### src/rtl/keypad_pkg.sv
// Shared types and constants for the 4x4 keypad emulator: FSM states,
// key-code field helpers and the chatter LFSR seed/taps.
package keypad_pkg;

   typedef enum logic [2:0] {
      IDLE,
      BOUNCE_IN,
      HOLD,
      BOUNCE_OUT,
      GAP
   } emu_state_t;

   localparam logic [7:0] LFSR_SEED = 8'hA5;
   // Taps 8,6,5,4 expressed as register bit positions 7,5,4,3
   localparam logic [7:0] LFSR_TAPS = 8'b1011_1000;

   function automatic logic [1:0] key_col(input logic [3:0] key);
      return key[3:2];
   endfunction

   function automatic logic [1:0] key_row(input logic [3:0] key);
      return key[1:0];
   endfunction

endpackage

### src/rtl/keypad_emulator_if.sv
// Press-command channel from the test controller to the keypad emulator.
interface keypad_cmd_if #(
   parameter int CNT_W = 8
);
   logic             cmd_valid;
   logic             cmd_ready;
   logic [3:0]       cmd_key;
   logic [CNT_W-1:0] cmd_hold;
   logic             cmd_bounce;

   modport master (output cmd_valid, cmd_key, cmd_hold, cmd_bounce, input cmd_ready);
   modport slave  (input cmd_valid, cmd_key, cmd_hold, cmd_bounce, output cmd_ready);
endinterface

### src/rtl/keypad_lfsr8.sv
// Free-running 8-bit Fibonacci LFSR; its low bit drives contact chatter.
module keypad_lfsr8
   import keypad_pkg::*;
#(
   parameter logic [7:0] SEED = LFSR_SEED
) (
   input  logic ph1,
   input  logic reset,
   output logic lsb
);

   logic [7:0] q;

   always_ff @(posedge ph1 or posedge reset) begin
      if (reset) q <= SEED;
      else       q <= {q[6:0], ^(q & LFSR_TAPS)};
   end

   assign lsb = q[0];

endmodule

### src/rtl/keypad_emulator.sv
// Responder end of a 4x4 column-drive/row-sense keypad: closes one key on
// command, with optional chatter, a hold counted in column strobes, and a gap.
module keypad_emulator
   import keypad_pkg::*;
#(
   parameter int HOLD_SCANS    = 4,
   parameter int BOUNCE_CYCLES = 8,
   parameter int GAP_CYCLES    = 16,
   parameter int CNT_W         = 8
) (
   input  logic             ph1,
   input  logic             reset,
   input  logic [3:0]       cols,
   output logic [3:0]       rows,
   keypad_cmd_if.slave      cmd,
   output logic             busy,
   output logic             done,
   output logic [CNT_W-1:0] strobes_seen
);

   localparam logic [CNT_W-1:0] HOLD_DEF    = CNT_W'(HOLD_SCANS);
   localparam logic [CNT_W-1:0] BOUNCE_LOAD = CNT_W'(BOUNCE_CYCLES - 1);
   localparam logic [CNT_W-1:0] GAP_LOAD    = CNT_W'(GAP_CYCLES - 1);

   emu_state_t       state, state_nxt;
   logic [CNT_W-1:0] cnt, cnt_nxt;
   logic [CNT_W-1:0] strobes_nxt;
   logic [CNT_W-1:0] hold_target;
   logic [3:0]       key;
   logic [3:0]       cols_prev;
   logic [1:0]       kcol;
   logic [1:0]       krow;
   logic             bounce_en;
   logic             contact;
   logic             accept;
   logic             strobe;
   logic             done_nxt;
   logic             chatter;

   function automatic logic [CNT_W-1:0] sat_inc(input logic [CNT_W-1:0] v);
      return (v == '1) ? v : v + CNT_W'(1);
   endfunction

   keypad_lfsr8 #(.SEED(LFSR_SEED)) u_lfsr (
      .ph1   (ph1),
      .reset (reset),
      .lsb   (chatter)
   );

   assign kcol          = key_col(key);
   assign krow          = key_row(key);
   assign cmd.cmd_ready = (state == IDLE);
   assign busy          = (state != IDLE);
   assign accept        = cmd.cmd_valid & cmd.cmd_ready;
   assign strobe        = cols[kcol] & ~cols_prev[kcol];

   // Row sense is purely combinational so the scanner sees the contact in the same cycle it drives a column
   always_comb begin
      rows       = '0;
      rows[krow] = contact & cols[kcol];
   end

   always_comb begin
      state_nxt   = state;
      cnt_nxt     = cnt;
      strobes_nxt = strobes_seen;
      contact     = 1'b0;
      done_nxt    = 1'b0;
      unique case (state)
         IDLE: begin
            if (accept) begin
               strobes_nxt = '0;
               if (cmd.cmd_bounce) begin
                  state_nxt = BOUNCE_IN;
                  cnt_nxt   = BOUNCE_LOAD;
               end else begin
                  state_nxt = HOLD;
               end
            end
         end
         BOUNCE_IN: begin
            contact = chatter;
            if (cnt == '0) state_nxt = HOLD;
            else           cnt_nxt   = cnt - CNT_W'(1);
         end
         HOLD: begin
            contact = 1'b1;
            if (strobe) begin
               strobes_nxt = sat_inc(strobes_seen);
               if (strobes_nxt == hold_target) begin
                  if (bounce_en) begin
                     state_nxt = BOUNCE_OUT;
                     cnt_nxt   = BOUNCE_LOAD;
                  end else begin
                     state_nxt = GAP;
                     cnt_nxt   = GAP_LOAD;
                  end
               end
            end
         end
         BOUNCE_OUT: begin
            contact = chatter;
            if (cnt == '0) begin
               state_nxt = GAP;
               cnt_nxt   = GAP_LOAD;
            end else begin
               cnt_nxt = cnt - CNT_W'(1);
            end
         end
         GAP: begin
            if (cnt == '0) begin
               state_nxt = IDLE;
               done_nxt  = 1'b1;
            end else begin
               cnt_nxt = cnt - CNT_W'(1);
            end
         end
         default: state_nxt = IDLE;
      endcase
   end

   always_ff @(posedge ph1 or posedge reset) begin
      if (reset) begin
         state        <= IDLE;
         cnt          <= '0;
         strobes_seen <= '0;
         key          <= '0;
         hold_target  <= HOLD_DEF;
         bounce_en    <= 1'b0;
         cols_prev    <= '0;
         done         <= 1'b0;
      end else begin
         state        <= state_nxt;
         cnt          <= cnt_nxt;
         strobes_seen <= strobes_nxt;
         cols_prev    <= cols;
         done         <= done_nxt;
         if (accept) begin
            key         <= cmd.cmd_key;
            hold_target <= (cmd.cmd_hold == '0) ? HOLD_DEF : cmd.cmd_hold;
            bounce_en   <= cmd.cmd_bounce;
         end
      end
   end

endmodule

### src/flat_wrapper.sv
// flat-port wrapper written by rule: the top's interface ports become plain ports
module keypad_emulator_flat import keypad_pkg::*;
#(
   parameter int HOLD_SCANS    = 4,
   parameter int BOUNCE_CYCLES = 8,
   parameter int GAP_CYCLES    = 16,
   parameter int CNT_W         = 8
)
  (ph1, reset, cols, rows, busy, done, strobes_seen, cmd_cmd_valid, cmd_cmd_key, cmd_cmd_hold, cmd_cmd_bounce, cmd_cmd_ready);
  keypad_cmd_if #(.CNT_W(CNT_W)) cmd_i ();
  input  logic ph1;
  input  logic reset;
  input  logic [3:0] cols;
  output logic [3:0] rows;
  output logic busy;
  output logic done;
  output logic [CNT_W-1:0] strobes_seen;
  input wire logic [$bits(cmd_i.cmd_valid)-1:0] cmd_cmd_valid;
  input wire logic [$bits(cmd_i.cmd_key)-1:0] cmd_cmd_key;
  input wire logic [$bits(cmd_i.cmd_hold)-1:0] cmd_cmd_hold;
  input wire logic [$bits(cmd_i.cmd_bounce)-1:0] cmd_cmd_bounce;
  output wire logic [$bits(cmd_i.cmd_ready)-1:0] cmd_cmd_ready;
  assign cmd_i.cmd_valid = cmd_cmd_valid;
  assign cmd_i.cmd_key = cmd_cmd_key;
  assign cmd_i.cmd_hold = cmd_cmd_hold;
  assign cmd_i.cmd_bounce = cmd_cmd_bounce;
  assign cmd_cmd_ready = cmd_i.cmd_ready;
  keypad_emulator #(.HOLD_SCANS(HOLD_SCANS), .BOUNCE_CYCLES(BOUNCE_CYCLES), .GAP_CYCLES(GAP_CYCLES), .CNT_W(CNT_W)) u_core (.ph1(ph1), .reset(reset), .cols(cols), .rows(rows), .cmd(cmd_i), .busy(busy), .done(done), .strobes_seen(strobes_seen));
endmodule
### config.mk
export PLATFORM = sky130hd
export DESIGN_NAME = keypad_emulator_flat
export DESIGN_NICKNAME = d
export VERILOG_FILES = /design/src/rtl/keypad_pkg.sv /design/src/rtl/keypad_emulator_if.sv /design/src/rtl/keypad_lfsr8.sv /design/src/rtl/keypad_emulator.sv /design/src/flat_wrapper.sv
export SDC_FILE = /design/constraint.sdc
export NUM_CORES = 1
export LEC_CHECK = 0
export CAP_MARGIN = 20
export CORE_ASPECT_RATIO = 1.4
export CORE_MARGIN = 3
export CORE_UTILIZATION = 54
export CTS_CLUSTER_DIAMETER = 200
export DETAILED_ROUTE_END_ITERATION = 7
export GPL_TIMING_DRIVEN = 0
export PLACE_DENSITY = 0.77
export SYNTH_ARGS = -nofsm -noshare
export SYNTH_HDL_FRONTEND = slang
export SYNTH_SLANG_ARGS = --single-unit
### constraint.sdc
create_clock -name ph1 -period 3.34 [get_ports ph1]
set_clock_uncertainty 0.2 [all_clocks]
set_input_delay 0.668 -clock ph1 [delete_from_list [all_inputs] [get_ports ph1]]
set_output_delay 0.668 -clock ph1 [all_outputs]
set_load 0.005 [all_outputs]
==> flow_metrics.env, run 1 <==
export IMPL_slowest_delay_ns=0.49
export IMPL_max_slew_margin=0.610
export IMPL_synth_edf_count=0
export IMPL_grt_max_degree=44
export IMPL_post_route_util=0.694
export IMPL_cts_setup_buffers=0
export IMPL_netlist_area_um2=2480
export IMPL_hold_start="u_core.u_lfsr.q[1]$_DFF_PP0_"
export IMPL_fin_crit_sh=0.967
export IMPL_final_hold_violation_count=0
export IMPL_diodes=0
export IMPL_syn_area_per_cell_um2=10.2
export IMPL_status="complete, no violations"
export IMPL_critPathLaunchType="input port"
export IMPL_worstPathCellList="clkdlybuf4s50_1 > mux4_2 > and2_1 > and3_1 > clkdlybuf4s50_1"
export IMPL_synth_xor_area_share=0.0424
export IMPL_synth_seq_cells=45
export IMPL_cts_buffers=5
export IMPL_synth_mux_area_frac=0.0782
export IMPL_stdcell_count=346
export IMPL_synthSimpleGateAreaFrac=0.142
export IMPL_crit_top_cell="clkdlybuf4s50_1"
export IMPL_cts_root_buffer="clkbuf_8"
export IMPL_drc=0
export IMPL_wirelength_um=5120
export IMPL_syn2layout_area_growth_pct=21.6
export IMPL_antenna_found_initial=0
export IMPL_die_area_um2=5450
export IMPL_htreeDepth=2
export IMPL_synth_ff_type="dfrtp_1"
export IMPL_clock_sinks=45
export IMPL_grt_pass1_vias=1927
export IMPL_fmax_ghz=0.310
export IMPL_cp_max_fo=3
export IMPL_worstSetupEndpointType="output port"
export IMPL_fin_setup_tns_ns=0
export IMPL_dr_pass1_iters=4
export IMPL_vias=1959
export IMPL_start_util=0.571
export IMPL_drv_cap=0
export IMPL_hold_buffers=0
export IMPL_dpl_cell_count=338
export IMPL_cellPowerDensity_nw_per_um2=751
export IMPL_leakage_nw=1.25
export IMPL_timing_critical_path_from="cols[3]"
export IMPL_die_h_um=86.2
export IMPL_tightest_slew_ns=0.582
export IMPL_slew_violations=0
export IMPL_grt_overflow_total=0
export IMPL_syn_nets=266
export IMPL_async_reset_ff_frac=1.00
export IMPL_yosys_warnings=0
export IMPL_required_ns=2.47
export IMPL_clk_latency_ns=0.30
export IMPL_worstPathArrival_ns=2.36
export IMPL_synth_adder_area_share=0.0151
export IMPL_final_layout_size_suffix_gt1_frac=0.161
export IMPL_crit_slowest_cell="mux4_2"
export IMPL_place_hpwl_um=3770
export IMPL_core_area_um2=4340
export IMPL_grt_pass1_wl_um=8830
export IMPL_finalWeightedCongestion=0.913
export IMPL_drt_antenna_violating_nets=0
export IMPL_wl_per_cell_um=14.8
export IMPL_hp_class="register to register"
export IMPL_cts_tree="built"
export IMPL_die_w_um=63.3
export IMPL_ys_types=55
export IMPL_cts_path_max_buffers=2
export IMPL_via_per_inst=5.66
export IMPL_syn_instance_count=243
export IMPL_crit_reg2reg_launch="u_core.strobes_seen[0]$_DFFE_PP0P_"
export IMPL_io_buffer_count=34
export IMPL_synth_compound_area_frac=0.215
export IMPL_rsz0062_at_grt="false"
export IMPL_synth_top_family_by_area="compound AO/OA/AOI/OAI gates"
export IMPL_drt_iter0_drc=107
export IMPL_criticalPathCategory="input port to output port"
export IMPL_period_minus_slack_ns=3.23
export IMPL_ios=35
export IMPL_setup_violations=0
export IMPL_grtUsageTotal=0.203
export IMPL_finish_net_count=308
export IMPL_irDropWorstVdd_mv=0.524
export IMPL_cts_repair_resized=0
export IMPL_clkTransAtPathRegs_ns=0.08
export IMPL_rows=28
export IMPL_seq_area_frac_synth=0.457
## power breakdown
part	internal [W]	switching, W
clock	0.000172	0.000194
sequential	0.000692	0.000148
combinational	0.000499	0.000560
## stage by stage
step / power (W) / area [um^2] / worst slack [ns] / hold WS [ns]
detailed placement: 0.00191 / 2920 / 0.0988 / 0.141
global route: 0.00245 / 3020 / 0.0295 / 0.178
floorplan: 0.00161 / 2480 / 0.610 / 0.133
CTS: 0.00228 / 3020 / 0.103 / 0.166
finish: 0.00226 / 3020 / 0.111 / 0.162
global placement: 0.00189 / 2900 / 0.0953 / 0.137
## area by class of cell
type | count | area (um^2)
inverters | 13 | 48.8
fillers | 357 | 1330
clock buffers | 6 | 82.6
plain buffers | 11 | 76.3
clock inverters | 2 | 17.5
repair buffers | 35 | 360
multi-input cells | 174 | 1220
well taps | 60 | 75.1
flip-flops and latches | 45 | 1130
## placed cells by master, fill, tap and decap left out, types with 2 or more instances in the layout
master           Yosys  layout
buf_6                4       4
nand2b_1             2       2
nor2_1              15      15
clkbuf_8             0       6
o211ai_1             2       2
xor2_1               5       5
clkbuf_1             5       5
dfstp_2              5       5
o21ai_0             23      23
nand2_1             24      24
ha_1                 3       3
xnor2_1              7       7
a21o_1               4       4
mux2_2              11      11
a22o_1               4       4
o31ai_1              2       2
nor3_1               7       7
a21oi_1             13      13
mux4_2               2       2
clkdlybuf4s50_1      0      34
dfrtp_1             40      40
a2111oi_4            2       2
and3_1               6       6
a31oi_1              7       7
nand4_1              2       2
nand3_1              5       5
inv_1               13      12
## routing by layer
layer / vias to the layer above / global-route usage / share of wire
met2: 41 / 0.365 / 0.51
met5: - / 0 / 0
met3: 10 / 0.0376 / 0.034
met1: 948 / 0.240 / 0.43
li1: 960 / - / -
met4: 0 / 0.0766 / 0.020
## state kept, by name (all words and copies together), names as in the netlist
name and cells:
u_core.cols_prev 4, u_core.cnt 8, u_core.strobes_seen 8, u_core.hold_target 8, u_core.bounce_en 1, u_core.u_lfsr.q 8, u_core.done 1, u_core.state 3
u_core.key 4
## synth_stat cells (all sizes together), types with 3 or more instances
cell	n	share of area
a31oi	8	0.023
a21oi	13	0.026
nor2	16	0.027
a22o	4	0.014
dfstp	5	0.053
o21ai	23	0.046
ha	3	0.015
and3	6	0.015
mux2	12	0.056
nand3	6	0.014
dfrtp	40	0.40
a2111oi	3	0.028
nand2	24	0.036
a21o	4	0.012
xnor2	7	0.025
a211oi	3	0.016
buf	6	0.023
clkbuf	5	0.0076
xor2	5	0.018
nor3	7	0.014
inv	13	0.020
## worst max-delay path, delay by kind of cell
| kind | cells | cell delay, ns |
|---|---|---|
| muxes | 1 | 0.49 |
| buffers and inverters | 2 | 0.86 |
| and+or+nand+nor | 2 | 0.34 |
## worst paths after layout
check | depth (start not counted) | endpoint | slack, ns
max | 5 | rows[3] | 0.11
min | 0 | u_core.u_lfsr.q[2]$_DFF_PP1_ | 0.16
max reg2reg | 9 | u_core.cnt[3]$_DFFE_PP0P_ | 0.28
min reg2reg | 0 | u_core.u_lfsr.q[2]$_DFF_PP1_ | 0.16
max in group asynchronous | 3 | u_core.hold_target[2]$_DFFE_PP1P_ | 2.13
min in group asynchronous | 2 | u_core.u_lfsr.q[6]$_DFF_PP0_ | 0.35
## logic make-up after synthesis
group,after synthesis
muxes,15
and+or+nand+nor,71
xor gates and xnor gates,12
AOI/OAI and AO/OA,73
adders and majority gates,3
buffers and inverters,24
DFF,45
Power figures use the tool's default switching activity.
==> inputs of run 2 (changes only) <==
- CAP_MARGIN: 20 -> 30
- GPL_ROUTABILITY_DRIVEN: not set -> 0
==> run 2 against run 1 <==
Against the previous run:
- die area stayed put
- flip-flop and latch count stayed put
- cell count stayed put
- sequential power hardly changed
- sequential share of layout area is 0.13 points higher
- global-route usage is 2.1 points higher
- power is 0.35% lower
- core utilization is 0.23 points lower
- first-iteration DRC count is 21% higher
- worst setup slack better by 0.00072 ns
- critical endpoint unchanged
- largest cell class unchanged
- highest routed layer unchanged
==> flow_metrics.env, run 2 (same netlist as run 1, synthesis figures left out) <==
export IMPL_irDropWorstVdd_mv=0.515
export IMPL_clkTransAtPathRegs_ns=0.08
export IMPL_status="complete, no violations"
export IMPL_slew_violations=0
export IMPL_hold_buffers=0
export IMPL_antenna_found_initial=0
export IMPL_clk_latency_ns=0.31
export IMPL_required_ns=2.47
export IMPL_cts_repair_resized=0
export IMPL_clock_sinks=45
export IMPL_core_area_um2=4340
export IMPL_finish_net_count=308
export IMPL_criticalPathCategory="input port to output port"
export IMPL_placed_cell_area_um2=2920
export IMPL_final_layout_size_suffix_gt1_frac=0.161
export IMPL_dr_pass1_iters=4
export IMPL_start_util=0.571
export IMPL_cp_max_fo=3
export IMPL_grt_pass1_vias=2054
export IMPL_htreeDepth=2
export IMPL_drc=0
export IMPL_path_buf_inv=2
export IMPL_r2r_end="u_core.cnt[3]$_DFFE_PP0P_"
export IMPL_period_minus_slack_ns=3.23
export IMPL_rows=28
export IMPL_layout_commonest_cell="dfrtp_1"
export IMPL_p_total_w=0.00226
export IMPL_die_w_um=63.3
export IMPL_grtUsageMet3=0.0441
export IMPL_final_cell_mix="dfrtp_1 (40), clkdlybuf4s50_1 (34), nand2_1 (24), o21ai_0 (23), nor2_1 (15)"
export IMPL_tightest_slew_ns=0.579
export IMPL_leakage_nw=1.24
export IMPL_syn2layout_area_growth_pct=21.2
export IMPL_final_hold_violation_count=0
export IMPL_post_route_util=0.692
export IMPL_critPathLaunchType="input port"
export IMPL_cts_setup_buffers=0
export IMPL_ios=35
export IMPL_grt_max_degree=44
export IMPL_grt_overflow_total=0
export IMPL_grtUsageTotal=0.223
export IMPL_cpLargestDelayFamily="buffers and inverters"
export IMPL_hp_class="register to register"
export IMPL_io_buffer_count=34
export IMPL_top_usage_layer="met2"
export IMPL_via_per_inst=5.66
export IMPL_worstPathCellList="clkdlybuf4s50_1 > mux4_2 > and2_1 > and3_1 > clkdlybuf4s50_1"
export IMPL_cp_depth=5
export IMPL_worstRegToRegCells=9
export IMPL_die_h_um=86.2
export IMPL_drv_cap=0
export IMPL_wl_per_cell_um=15.7
export IMPL_wirelength_um=5430
export IMPL_cts_path_max_buffers=2
export IMPL_design_area_um2=3010
export IMPL_fmax_ghz=0.310
export IMPL_worstPathArrival_ns=2.36
export IMPL_crit_reg2reg_launch="u_core.strobes_seen[0]$_DFFE_PP0P_"
export IMPL_vias=1957
export IMPL_nFillCells=382
export IMPL_cellPowerDensity_nw_per_um2=751
export IMPL_cts_tree="built"
export IMPL_place_hpwl_um=3950
export IMPL_met1_usage=0.249
export IMPL_fin_setup_tns_ns=0
export IMPL_crit_top_cell="clkdlybuf4s50_1"
export IMPL_setup_violations=0
export IMPL_max_slew_margin=0.612
export IMPL_grt_pass1_wl_um=9490
export IMPL_whs_ns=0.163
export IMPL_fin_crit_sh=0.967
export IMPL_timing_critical_path_from="cols[3]"
export IMPL_rsz0062_at_grt="false"
export IMPL_worstSetupEndpointType="output port"
export IMPL_cts_buffers=5
export IMPL_cts_root_buffer="clkbuf_8"
export IMPL_drt_antenna_violating_nets=0
export IMPL_die_area_um2=5450
export IMPL_crit_slowest_cell="mux4_2"
export IMPL_drt_iter0_drc=129
export IMPL_slowest_delay_ns=0.50
export IMPL_diodes=0
export IMPL_r2r_slack_ns=0.28
export IMPL_use_met2=0.411
export IMPL_endpoint="rows[3]"
[run 2: cell count changes in the layout (fill, tap and decap cells not counted)]
cell        before  now
clkbuf_8         6    5
clkbuf_2         0    1
clkinvlp_4       0    1
inv_6            1    0
[run 2: metrics by stage]
stage | instances | worst slack, ns
4_1_cts | 346 | 0.0969
6_report | 346 | 0.111
3_3_place_gp | 337 | 0.0965
5_1_grt | 346 | 0.0297
3_5_place_dp | 338 | 0.0982
2_1_floorplan | 243 | 0.610
[run 2: where the power goes]
group / leakage (nW) / internal (W) / switching [W]
Combinational: 0.642 / 0.000500 / 0.000581
Clock: 0.0414 / 0.000149 / 0.000187
Sequential: 0.558 / 0.000692 / 0.000148
Total: 1.24 / 0.00134 / 0.000916
[run 2: layer usage]
metal,up-vias,wire (um)
met5,-,0
met4,0,134
met3,13,153
met2,41,2970
met1,941,2180
li1,962,-
[run 2: final cells by class]
class | count | area [um^2] | area share
Clock inverter | 2 | 16.3 | 0.00541
Inverter | 13 | 48.8 | 0.0162
Buffer | 11 | 77.6 | 0.0258
Clock buffer | 6 | 72.6 | 0.0241
Multi-Input combinational cell | 174 | 1220 | 0.407
Timing Repair Buffer | 35 | 360 | 0.120
Sequential cell | 45 | 1130 | 0.377
Tap cell | 60 | 75.1 | 0.0250
[run 2: worst min path at each step]
stage / end / depth (start not counted) / slack, ns / from
after CTS: u_core.u_lfsr.q[2]$_DFF_PP1_ / 0 / 0.17 / u_core.u_lfsr.q[1]$_DFF_PP0_
after floorplan: u_core.u_lfsr.q[2]$_DFF_PP1_ / 0 / 0.13 / u_core.u_lfsr.q[1]$_DFF_PP0_
final: u_core.u_lfsr.q[7]$_DFF_PP1_ / 0 / 0.16 / u_core.u_lfsr.q[6]$_DFF_PP0_
after detailed placement: u_core.u_lfsr.q[7]$_DFF_PP1_ / 0 / 0.14 / u_core.u_lfsr.q[6]$_DFF_PP0_
after global placement: u_core.u_lfsr.q[2]$_DFF_PP1_ / 0 / 0.14 / u_core.u_lfsr.q[1]$_DFF_PP0_
after global routing: u_core.u_lfsr.q[7]$_DFF_PP1_ / 0 / 0.18 / u_core.u_lfsr.q[6]$_DFF_PP0_
[run 2: worst register-to-register path, delay by kind of cell (launching register included)]
kind,cells,cell delay [ns]
mux,1,0.32
xor+xnor,1,0.15
simple gates,2,0.47
buf+inv,1,0.13
fa+ha+maj,1,0.28
compound gates,3,0.94
flops,1,0.46
==> edit (flow settings as in run 2) <==
Reset style: synchronous (`reset`), changed in 2 clocked blocks.
--- a/src/rtl/keypad_lfsr8.sv
+++ b/src/rtl/keypad_lfsr8.sv
@@ -12,5 +12,5 @@
    logic [7:0] q;
 
-   always_ff @(posedge ph1 or posedge reset) begin
+   always_ff @(posedge ph1) begin
       if (reset) q <= SEED;
       else       q <= {q[6:0], ^(q & LFSR_TAPS)};
--- a/src/rtl/keypad_emulator.sv
+++ b/src/rtl/keypad_emulator.sv
@@ -120,5 +120,5 @@
    end
 
-   always_ff @(posedge ph1 or posedge reset) begin
+   always_ff @(posedge ph1) begin
       if (reset) begin
          state        <= IDLE;
Check against the original RTL: differs if reset is asserted again (counterexample within 4 cycles, from zero or initial values and one cycle with reset high); with reset held inactive, the same outputs for 10 cycles.
==> edit against run 2 <==
  * Largest cell class unchanged
  * Cell area increased by 3.3%
  * Sequential cell count is the same
  * Synthesized cell count increased by 29%
  * Clock power is 27% higher
  * Wire length rose by 25%
  * Largest power group unchanged
  * Setup slack got worse by 0.040 ns
  * Power decreased by 4.0%
  * Synthesized area rose by 3.1%
  * Critical endpoint unchanged
==> edit: results (changes against run 2) <==
status complete, no violations (unchanged); area grow syn2layout 21.4% (was 21.2%); period utilization 0.979 (was 0.967); vias per cell 6.03 (was 5.66); worst hold path startpoint u_core.u_lfsr.q[6] (unchanged); crit path to rows[3] (unchanged); sequential share of the synthesized area 0.352 (was 0.457); hold depth 1 (was 0); VDD IR max 0.496 mV (was 0.515 mV); worst hold slack 0.221 ns (was 0.163 ns); register area 901 sq um (was 0.00113 sq mm); Worst Hold End u_core.u_lfsr.q[7] (unchanged); final-layout non-clock buffer area share 0.141 (was 0.146); post-synth net total 336 (was 266); drt pass-1 iters 5 (was 4); R2R Path End u_core.state[1] (was u_core.cnt[3]); DP Worst Slack 0.0674 ns (was 0.0982 ns); HPWL after detailed placement 4910 um (was 3950 um); #MultiIn Comb 244 (was 174); relative slew slack 0.604 (was 0.612); Layout clock area frac 0.0359 (was 0.0296); Mapped Avg Cell Area 8.17 sq um (was 10.2 sq um); Synth top cells by count dfxtp_1 (45), nand2_1 (44), a21oi_1 (25), nor2_1 (19) (was dfrtp_1 (40), nand2_1 (24), o21ai_0 (23), nor2_1 (15)); first-pass GRT wire length 10900 um (was 9490 um); LEAKAGE 0.00112 uW (was 0.00124 uW); critical path arrival 2.40 ns (was 2.36 ns); DR iter-0 viols 260 (was 129); fraction of area in multi-input gates 0.499 (was 0.407); Post-Place Cells 409 (was 338); Buffers excl. clock 52 (was 46); H-tree depth 2 (unchanged); routed wire length 6760 um (was 5430 um); sw frac 0.411 (was 0.406); R2R setup slack 0.50 ns (was 0.28 ns); share of synthesized registers carrying an async set or reset 0 (was 1.00); largest net degree at the start of global routing 15 (was 44); CP Max Fanout 4 (was 3); final hold vios 0 (unchanged); Comb pwr share 0.467 (was 0.479); P_clk 427 uW (was 336 uW); nets 378 (was 308); inverters 7 (was 13); Placement Cell Area 0.00298 sq mm (was 0.00292 sq mm); ant diodes 0 (unchanged); vias in the first global route 2326 (was 2054); main area contributors after synthesis dfxtp_1 (35%), nand2_1 (6.5%), a21oi_1 (4.9%) (was dfrtp_1 (40%), dfstp_2 (5.3%), mux2_2 (5.0%)); layout cells sized above 1 0.0983 (was 0.161); Cell variety after synth 60 (was 55); final sequential cell count 45 (unchanged); number of fill cells 387 (was 382)
## edit: cell types whose count changed in the layout (fill, tap and decap cells not counted), moves of 5 or more
cell and change:
nor3b_1 +5, nand2_1 +20, dfxtp_1 +45, nand3_1 +8
a21oi_1 +12, or3_1 +5, o21ai_0 -13, dfstp_2 -5
mux2_2 -11, dfrtp_1 -40, nor4_1 +5, inv_1 -5
nor3_1 +5, nor2b_1 +11
## edit: per-layer routing
layer / vias to the layer above / global-route usage / wire (um)
met3: 16 / 0.0478 / 357
met2: 96 / 0.445 / 3460
li1: 1233 / - / -
met1: 1177 / 0.287 / 2750
met4: 0 / 0.108 / 191
met5: - / 0 / 0
## edit: kinds of logic (layout without fill, tap and decap cells)
logic type / after synthesis / count (layout) / synth area share
simple gates: 147 / 147 / 0.310
compound gates: 79 / 79 / 0.214
flops: 45 / 45 / 0.352
buf+inv: 24 / 67 / 0.0450
xor+xnor: 10 / 10 / 0.0342
mux: 5 / 5 / 0.0294
fa+ha+maj: 3 / 3 / 0.0147
